**src/rtl/mem_ops_pkg.sv**
```systemverilog
// Shared definitions for the memory-side store path.
//   SZ_*           : store size encodings carried on req_size.
//   state_t        : sequencing states of the store read-modify-write unit.
//   is_misaligned  : flags illegal sizes and addresses that are not aligned to the access size.
package mem_ops_pkg;

  localparam logic [1:0] SZ_BYTE = 2'b00;
  localparam logic [1:0] SZ_HALF = 2'b01;
  localparam logic [1:0] SZ_WORD = 2'b10;
  localparam logic [1:0] SZ_ILL  = 2'b11;

  typedef enum logic [2:0] {
    ST_IDLE,
    ST_READ,
    ST_WAIT,
    ST_WRITE,
    ST_ERR
  } state_t;

  function automatic logic is_misaligned(input logic [1:0] size, input logic [1:0] addr_lo);
    logic r_bad;
    r_bad = 1'b1;
    case (size)
      SZ_BYTE: r_bad = 1'b0;
      SZ_HALF: r_bad = addr_lo[0];
      SZ_WORD: r_bad = (addr_lo != 2'b00);
      default: r_bad = 1'b1;
    endcase
    return r_bad;
  endfunction

endpackage

```
**src/rtl/store_lane_merge.sv**
```systemverilog
// Combinational lane merge for sub-word stores into a 32-bit little-endian word.
//   i_old_word : word currently held in memory
//   i_data     : register value; low byte / half used for byte / half stores
//   i_size     : SZ_BYTE, SZ_HALF, SZ_WORD (SZ_ILL leaves the word unchanged)
//   i_addr_lo  : byte address bits [1:0] selecting the lane
//   o_new_word : old word with the target lane(s) replaced
module store_lane_merge
  import mem_ops_pkg::*;
(
  input  logic [31:0] i_old_word,
  input  logic [31:0] i_data,
  input  logic [1:0]  i_size,
  input  logic [1:0]  i_addr_lo,
  output logic [31:0] o_new_word
);

  // Replicate the source across lanes so every lane can pick its byte from
  // the same bit positions; the per-lane enable then decides who takes it.
  logic [31:0] w_src;

  always_comb begin
    w_src = i_data;
    case (i_size)
      SZ_BYTE: w_src = {4{i_data[7:0]}};
      SZ_HALF: w_src = {2{i_data[15:0]}};
      default: w_src = i_data;
    endcase
  end

  genvar gi;
  generate
    for (gi = 0; gi < 4; gi++) begin : g_lane
      localparam logic [1:0] LANE = 2'(gi);
      logic w_sel;

      always_comb begin
        w_sel = 1'b0;
        case (i_size)
          SZ_BYTE: w_sel = (i_addr_lo == LANE);
          SZ_HALF: w_sel = (i_addr_lo[1] == LANE[1]);
          SZ_WORD: w_sel = 1'b1;
          default: w_sel = 1'b0;
        endcase
      end

      assign o_new_word[8*gi +: 8] = w_sel ? w_src[8*gi +: 8] : i_old_word[8*gi +: 8];
    end
  endgenerate

endmodule

```
**src/rtl/store_rmw_unit.sv**
```systemverilog
// MEM-stage store unit for a word-only data memory. Word stores write directly;
// byte and half stores read the word, merge the lane and write it back.
//   clk, reset_n            : clock, synchronous active-low reset
//   req_valid/ready         : store request handshake (addr, data, size)
//   mem_addr                : word address of the current sequence
//   mem_rd_en / mem_rdata   : read strobe, read data RD_LAT cycles later
//   mem_wr_en / mem_wdata   : write strobe and merged word
//   busy, done, misalign    : pipeline stall, completion pulse, error pulse
module store_rmw_unit
  import mem_ops_pkg::*;
#(
  parameter int ADDR_W = 32,
  parameter int RD_LAT = 1
) (
  input  logic              clk,
  input  logic              reset_n,
  input  logic              req_valid,
  output logic              req_ready,
  input  logic [ADDR_W-1:0] req_addr,
  input  logic [31:0]       req_data,
  input  logic [1:0]        req_size,
  output logic [ADDR_W-1:0] mem_addr,
  output logic              mem_rd_en,
  input  logic [31:0]       mem_rdata,
  output logic              mem_wr_en,
  output logic [31:0]       mem_wdata,
  output logic              busy,
  output logic              done,
  output logic              misalign
);

  state_t            r_state;
  state_t            w_next_state;
  state_t            w_accept_state;
  logic [ADDR_W-1:0] r_addr;
  logic [31:0]       r_data;
  logic [1:0]        r_size;
  logic [31:0]       r_rdata;
  logic              r_wait_cnt;   // RD_LAT is at most 2, so one bit counts the WAIT cycles
  logic              w_wait_last;
  logic              w_accept;
  logic [31:0]       w_merged;

  assign w_wait_last = (r_wait_cnt == 1'(RD_LAT - 1));
  assign w_accept    = req_valid & req_ready;

  always_comb begin
    if (is_misaligned(req_size, req_addr[1:0])) begin
      w_accept_state = ST_ERR;
    end else if (req_size == SZ_WORD) begin
      w_accept_state = ST_WRITE;
    end else begin
      w_accept_state = ST_READ;
    end
  end

  // WRITE and ERR are terminal one-cycle states; they advertise ready so a
  // waiting request is taken on their exit edge with no idle bubble.
  always_comb begin
    w_next_state = r_state;
    req_ready    = 1'b0;
    mem_rd_en    = 1'b0;
    mem_wr_en    = 1'b0;
    done         = 1'b0;
    misalign     = 1'b0;
    case (r_state)
      ST_IDLE: begin
        req_ready = 1'b1;
      end
      ST_READ: begin
        mem_rd_en    = 1'b1;
        w_next_state = ST_WAIT;
      end
      ST_WAIT: begin
        if (w_wait_last) begin
          w_next_state = ST_WRITE;
        end
      end
      ST_WRITE: begin
        mem_wr_en    = 1'b1;
        done         = 1'b1;
        req_ready    = 1'b1;
        w_next_state = ST_IDLE;
      end
      ST_ERR: begin
        misalign     = 1'b1;
        req_ready    = 1'b1;
        w_next_state = ST_IDLE;
      end
      default: begin
        w_next_state = ST_IDLE;
      end
    endcase
    if (w_accept) begin
      w_next_state = w_accept_state;
    end
  end

  always_ff @(posedge clk) begin
    if (!reset_n) begin
      r_state    <= ST_IDLE;
      r_addr     <= '0;
      r_data     <= '0;
      r_size     <= '0;
      r_rdata    <= '0;
      r_wait_cnt <= 1'b0;
    end else begin
      r_state <= w_next_state;
      if (w_accept) begin
        r_addr <= req_addr;
        r_data <= req_data;
        r_size <= req_size;
      end
      if (r_state == ST_READ) begin
        r_wait_cnt <= 1'b0;
      end else if (r_state == ST_WAIT) begin
        r_wait_cnt <= r_wait_cnt + 1'b1;
      end
      if ((r_state == ST_WAIT) && w_wait_last) begin
        r_rdata <= mem_rdata;
      end
    end
  end

  store_lane_merge u_merge (
    .i_old_word (r_rdata),
    .i_data     (r_data),
    .i_size     (r_size),
    .i_addr_lo  (r_addr[1:0]),
    .o_new_word (w_merged)
  );

  assign mem_addr  = {r_addr[ADDR_W-1:2], 2'b00};
  assign mem_wdata = w_merged;
  assign busy      = (r_state != ST_IDLE);

endmodule
```
**config.mk**
```make
export PLATFORM = sky130hd
export DESIGN_NAME = store_rmw_unit
export DESIGN_NICKNAME = d
export VERILOG_FILES = /design/src/rtl/mem_ops_pkg.sv /design/src/rtl/store_lane_merge.sv /design/src/rtl/store_rmw_unit.sv
export SDC_FILE = /design/constraint.sdc
export NUM_CORES = 1
export LEC_CHECK = 0
export CAP_MARGIN = 20
export CORE_ASPECT_RATIO = 0.7
export CORE_MARGIN = 1
export CORE_UTILIZATION = 35
export DETAILED_ROUTE_END_ITERATION = 8
export PLACE_DENSITY_LB_ADDON = 0.05
export SYNTH_ARGS = -nofsm -noshare
export SYNTH_HDL_FRONTEND = slang
export SYNTH_HIERARCHICAL = 1
export SYNTH_SLANG_ARGS = --single-unit
```
**constraint.sdc**
```tcl
create_clock -name clk -period 1.7 [get_ports clk]
set_input_delay 0.34 -clock clk [delete_from_list [all_inputs] [get_ports clk]]
set_output_delay 0.34 -clock clk [all_outputs]
set_load 0.02 [all_outputs]
```
== Yosys cells after proc, flatten, opt, wreduce, memory -nomap -nowiden ==
Index checks and enable logic that the tools add are counted.

* Eq/ne operators: 13
* Bitwise logic cells: 4
* Multiplexer cells: 19
* Reductions and logical operators: 10
* Add/subtract/negate cells: 1

{| class="wikitable"
|+ Operator list
! cell !! count
|-
| 32-bit one-hot mux with 2 select lines || 1
|-
| 8-bit two-way mux || 4
|-
| 1-bit one-hot mux with 3 select lines || 5
|-
| 3-bit two-way mux || 3
|-
| 3-bit one-hot mux with 3 select lines || 1
|-
| 2-bit == test, second input constant || 4
|-
| 2-bit by 1-bit == test with 1-bit output, second input constant || 3
|-
| 3-bit by 2-bit == test with 1-bit output, second input constant || 2
|-
| 2-bit zero test || 3
|-
| 1-bit two-way mux || 4
|-
| 3-bit by 1-bit == test with 1-bit output, second input constant || 1
|-
| 3-bit == test, second input constant || 1
|-
| 3-bit zero test || 1
|-
| 3-bit != test, second input constant || 1
|-
| 1-bit inverter || 3
|-
| 3-bit nonzero test || 1
|-
| 3-bit OR reduction || 1
|-
| 2-bit two-way mux || 1
|-
| 2-bit != test, second input constant || 1
|-
| 2-bit AND reduction || 1
|-
| 2-bit nonzero test || 1
|-
| 2-bit OR reduction || 1
|-
| 1-bit adder, second input constant || 1
|-
| 1-bit AND || 1
|-
| 1-bit logical AND || 1
|}

* Bits of input ports: 101
* Output and inout port bits: 70
* Register bits after elaboration: 102
* Logic and storage cells: 53

== Longest topological paths before layout ==
* Depth in word-level cells: 6
* Gate-level depth with buffers: 7
* Mapped depth without buffers: 3

== Cells and area by module ==
Netlist, hierarchy kept.

{| class="wikitable"
|+ By module, submodules not included
! module !! area each (um^2) !! cells each !! sequential area each (um^2) !! instances
|-
| store_rmw_unit || 4322.9 || 516 || 2042.0 || 1
|-
| store_lane_merge || 780.7 || 79 || 0.0 || 1
|}

== Worst setup path before layout ==
Ideal clock, no wire load.

* Kind: register -> output
* From: register r_size[0]
* To: output mem_wdata[10]
* Stages on the path, launching flop included: 5
* Slack: -75 ps
* Data arrival time: 1435 ps
* Data required time: 1360 ps
* Path buffers: 1
* Path through: dfxtp_1 -> buf_6 -> nor2_2 -> mux2_2 -> mux2_2

* Cells in the longest elaborated chain, start to end: 3
* Elaborated cells on any way between the ends: 6
* Classes of those cells: eq/ne (2); mux (3); reduce/logical (1)

{| class="wikitable"
|+ RTL lines
! element !! line !! source
|-
| from (decl) || store_rmw_unit.sv:37 || <nowiki>logic [1:0] r_size;</nowiki>
|-
| from (signal assigned) || store_rmw_unit.sv:112 || <nowiki>r_size <= req_size;</nowiki>
|-
| 2-bit == test (tied with other cells) || store_lane_merge.sv:38 || <nowiki>case (i_size)</nowiki>
|-
| 1-bit one-hot mux with 3 select lines or 32-bit one-hot mux with 2 select lines (tied branches) || store_lane_merge.sv:38, store_lane_merge.sv:23 ||
|-
| 8-bit two-way mux (*) || store_lane_merge.sv:46 || <nowiki>assign o_new_word[8*gi +: 8] = w_sel ? w_src[8*gi +: 8] : i_old_word[8*gi +: 8];</nowiki>
|-
| to (decl) || store_rmw_unit.sv:26 || <nowiki>output logic [31:0] mem_wdata,</nowiki>
|}

Mark *: on every way between the ends. The rest lies on a longest branch, timed or not.

== Worst setup path after layout ==
* From: register r_size[1]
* To: output mem_wdata[8]

The elaborated chain is that of the path after synthesis.

==> results.md <==
* Die Wd at 146 um
* Maxcap violations at 0
* # placed instances at 914
* Share of the synthesized area in the top cell type at 40.0%
* Final core occ at 53.5%
* Relative slew slack at 48.5%
* Post-route DRC at 0
* Clock Sinks at 102
* Grt ovf at 0
* Setup crit end: mem_wdata[8]
* Clk buf depth at 2
* Synthesized area at 5100 um^2
* Yosys reg bits at 102
* Final period util at 128%
* Initial DRC Count at 290
* Worst setup margin at -0.480 ns
* Required time worst endpoint at 1.36 ns
* Final setup fails at 32
* Min-delay worst type: reg2reg
* Max FO, Critical Path at 4
* Share of cells above drive strength 1 at 25.5%
* CTS Root Cell: clkbuf_16
* R2R cell count at 6
* Fin Hold WS at 0.456 ns
* First-pass GRT wire length at 25600 um
* Worst reg2reg endpoint: r_rdata[24]
* Via density at 5.33
* Tot GR Track Use at 21.9%
* Vias in the first global route at 4663
* N_diodes at 0
* Worst skew pair latency at 0.35 ns
* Worst setup SP type: flip-flop
* Ys flop type: dfxtp_1
* Finished Layout Cells at 939
* Status: finished, violations left
* Top post-synthesis cells by count: 102 x a21oi_1, 102 x dfxtp_1, 67 x nand3_1
* Least-Margin Pin Slew at 0.772 ns
* Sequential share of the synthesized area at 40.0%
* Antenna-violating nets left at 0
* HPWL after DPL at 11200 um
* VDD IR max at 0.000628 V
* Syn_area_per_cell at 8.58 um^2
* Post-synth EDFFs at 0
* DRT Pass-1 Iters at 5
* Cells after Synth at 595
* R2R Path Start: r_state[0]
* Crit path kind: reg2out
* Routed wire length per instance at 18.1 um
* Layout Skew at 0.00974 ns
* # fillers at 1317
* Async SR Flop Fraction at 0%
* Multi-input gate area at 2680 um^2
* Synth unique cells at 38
* Final slew viol count at 0
* Lkg Pwr at 2.86 nW
* Worst-path clk slew at 0.07 ns
* Pin count of the biggest net entering global routing at 69
* Violated checks: setup timing
* Initial antenna violation count at 0
* Core area at 14100 um^2
* CTS Hold Bufs at 0
* DRT Wirelength at 17000 um
* GPL Wtd Cong at 0.793
* CTS buffer count at 9
* Largest cells by area after synthesis: dfxtp_1 40%, a21oi_1 10%, o211ai_1 9.7%, mux2_2 8.8%, nand3_1 6.6%
* Die Height at 103 um
* Cell Pwr Density at 950 nW/um^2
* R2r setup slk at 0.08 ns
* # IOs at 171
* Die area at 15100 um^2
* Final net count at 845
* CTS tree: built
* Total vias in the final route at 5003
* Initial Utilization at 36.3%
* RSZ-0062 raised after global routing: true
* Clock H-tree levels at 3
* I/O Buffers at 168
* Fmax at 0.459 GHz
* Leading area contributor after synthesis: dfxtp_1
* Tmin final at 2.18 ns
* Register area at 2050 um^2
* CP endpoint kind: primary output
* Final hold violation count at 0
* Area grow syn2layout at 47.3%
* Row cnt at 36
* Synthesis Warnings at 6
* Critical path startpoint: r_size[1]
* Crit path arrival time at 1.84 ns
where the power goes:
group / internal [mW] / leakage [nW] / switching [mW]
sequential: 2.60 / 0.838 / 0.146
clock: 1.23 / 0.149 / 0.922
combinational: 1.14 / 1.87 / 1.12
worst max-delay path: stages, from the launching register on:
cell and delay (ns):
dfxtp_4 0.36, buf_6 0.14, nor2_4 0.16, buf_6 0.15, mux2_4 0.30, mux2_4 0.27
buf_6 0.13
stage by stage:
| stage | setup TNS, ns | power [mW] | cell area [um^2] | setup slack [ns] |
|---|---|---|---|---|
| 6_report | -12.22 | 7.15 | 7520 | -0.480 |
| 5_1_grt | -13.98 | 7.47 | 7520 | -0.535 |
| 4_1_cts | -12.65 | 7.11 | 7410 | -0.479 |
| 3_5_place_dp | -18.01 | 4.89 | 7020 | -0.629 |
| 3_3_place_gp | -16.59 | 4.85 | 7020 | -0.571 |
| 2_1_floorplan | 0 | 3.97 | 5110 | 0.0186 |
layer usage:
layer  vias to the layer above  track usage, %  share of wire (%)
met2                       181            32.9                 43
met3                        12            5.71                7.5
met1                      2396            31.0                 49
li1                       2414               -                  -
met5                         -               0                  0
met4                         0            5.69                1.0
registers in the layout, indices dropped and copies added, names as in the netlist:
name,count
r_addr,32
r_data,32
r_rdata,32
r_state,3
r_size,2
r_wait_cnt,1
cell families after synthesis:
family | synth area share (%)
xor+xnor | 0.172
flops | 40.0
simple gates | 15.0
compound gates | 23.4
other cells | 0.0735
mux | 10.4
buf+inv | 11.0
worst min path at each step:
stage | startpoint | end | depth (start not counted)
2_1_floorplan | r_rdata[0] | r_rdata[0] | 2
3_3_place_gp | r_rdata[23] | r_rdata[23] | 2
3_5_place_dp | r_rdata[3] | r_rdata[3] | 2
4_1_cts | r_rdata[29] | r_rdata[29] | 2
5_1_grt | r_rdata[18] | r_rdata[18] | 2
6_report | r_rdata[3] | r_rdata[3] | 2
cells in the final DEF (no fill, tap or decap), drive strengths merged, types with 3 or more instances in the layout:
master,instances
a21oi,102
a221o,8
buf,104
clkbuf,13
clkdlybuf4s50,125
clkinv,3
dfxtp,102
dlymetal6s2s,4
mux2,40
mux2i,8
nand2,66
nand3,67
nor2,3
nor2b,3
nor3,9
o211ai,66
repair_timing:
action | in CTS | in global routing
gates resized for setup | 205 | 34
endpoints found under the setup margin | 38 | 77
pin swaps | 4 | 3
gates cloned | 0 | 1
buffers inserted | 9 | 0
final cells by class:
class / instances / share of cell area, %
clock buffers: 12 / 3.41
clock inverters: 4 / 0.732
inverters: 1 / 0.0666
multi-input cells: 396 / 35.7
flip-flops and latches: 102 / 27.3
well taps: 190 / 3.16
repair buffers: 234 / 29.6
Power figures use the tool's default switching activity.
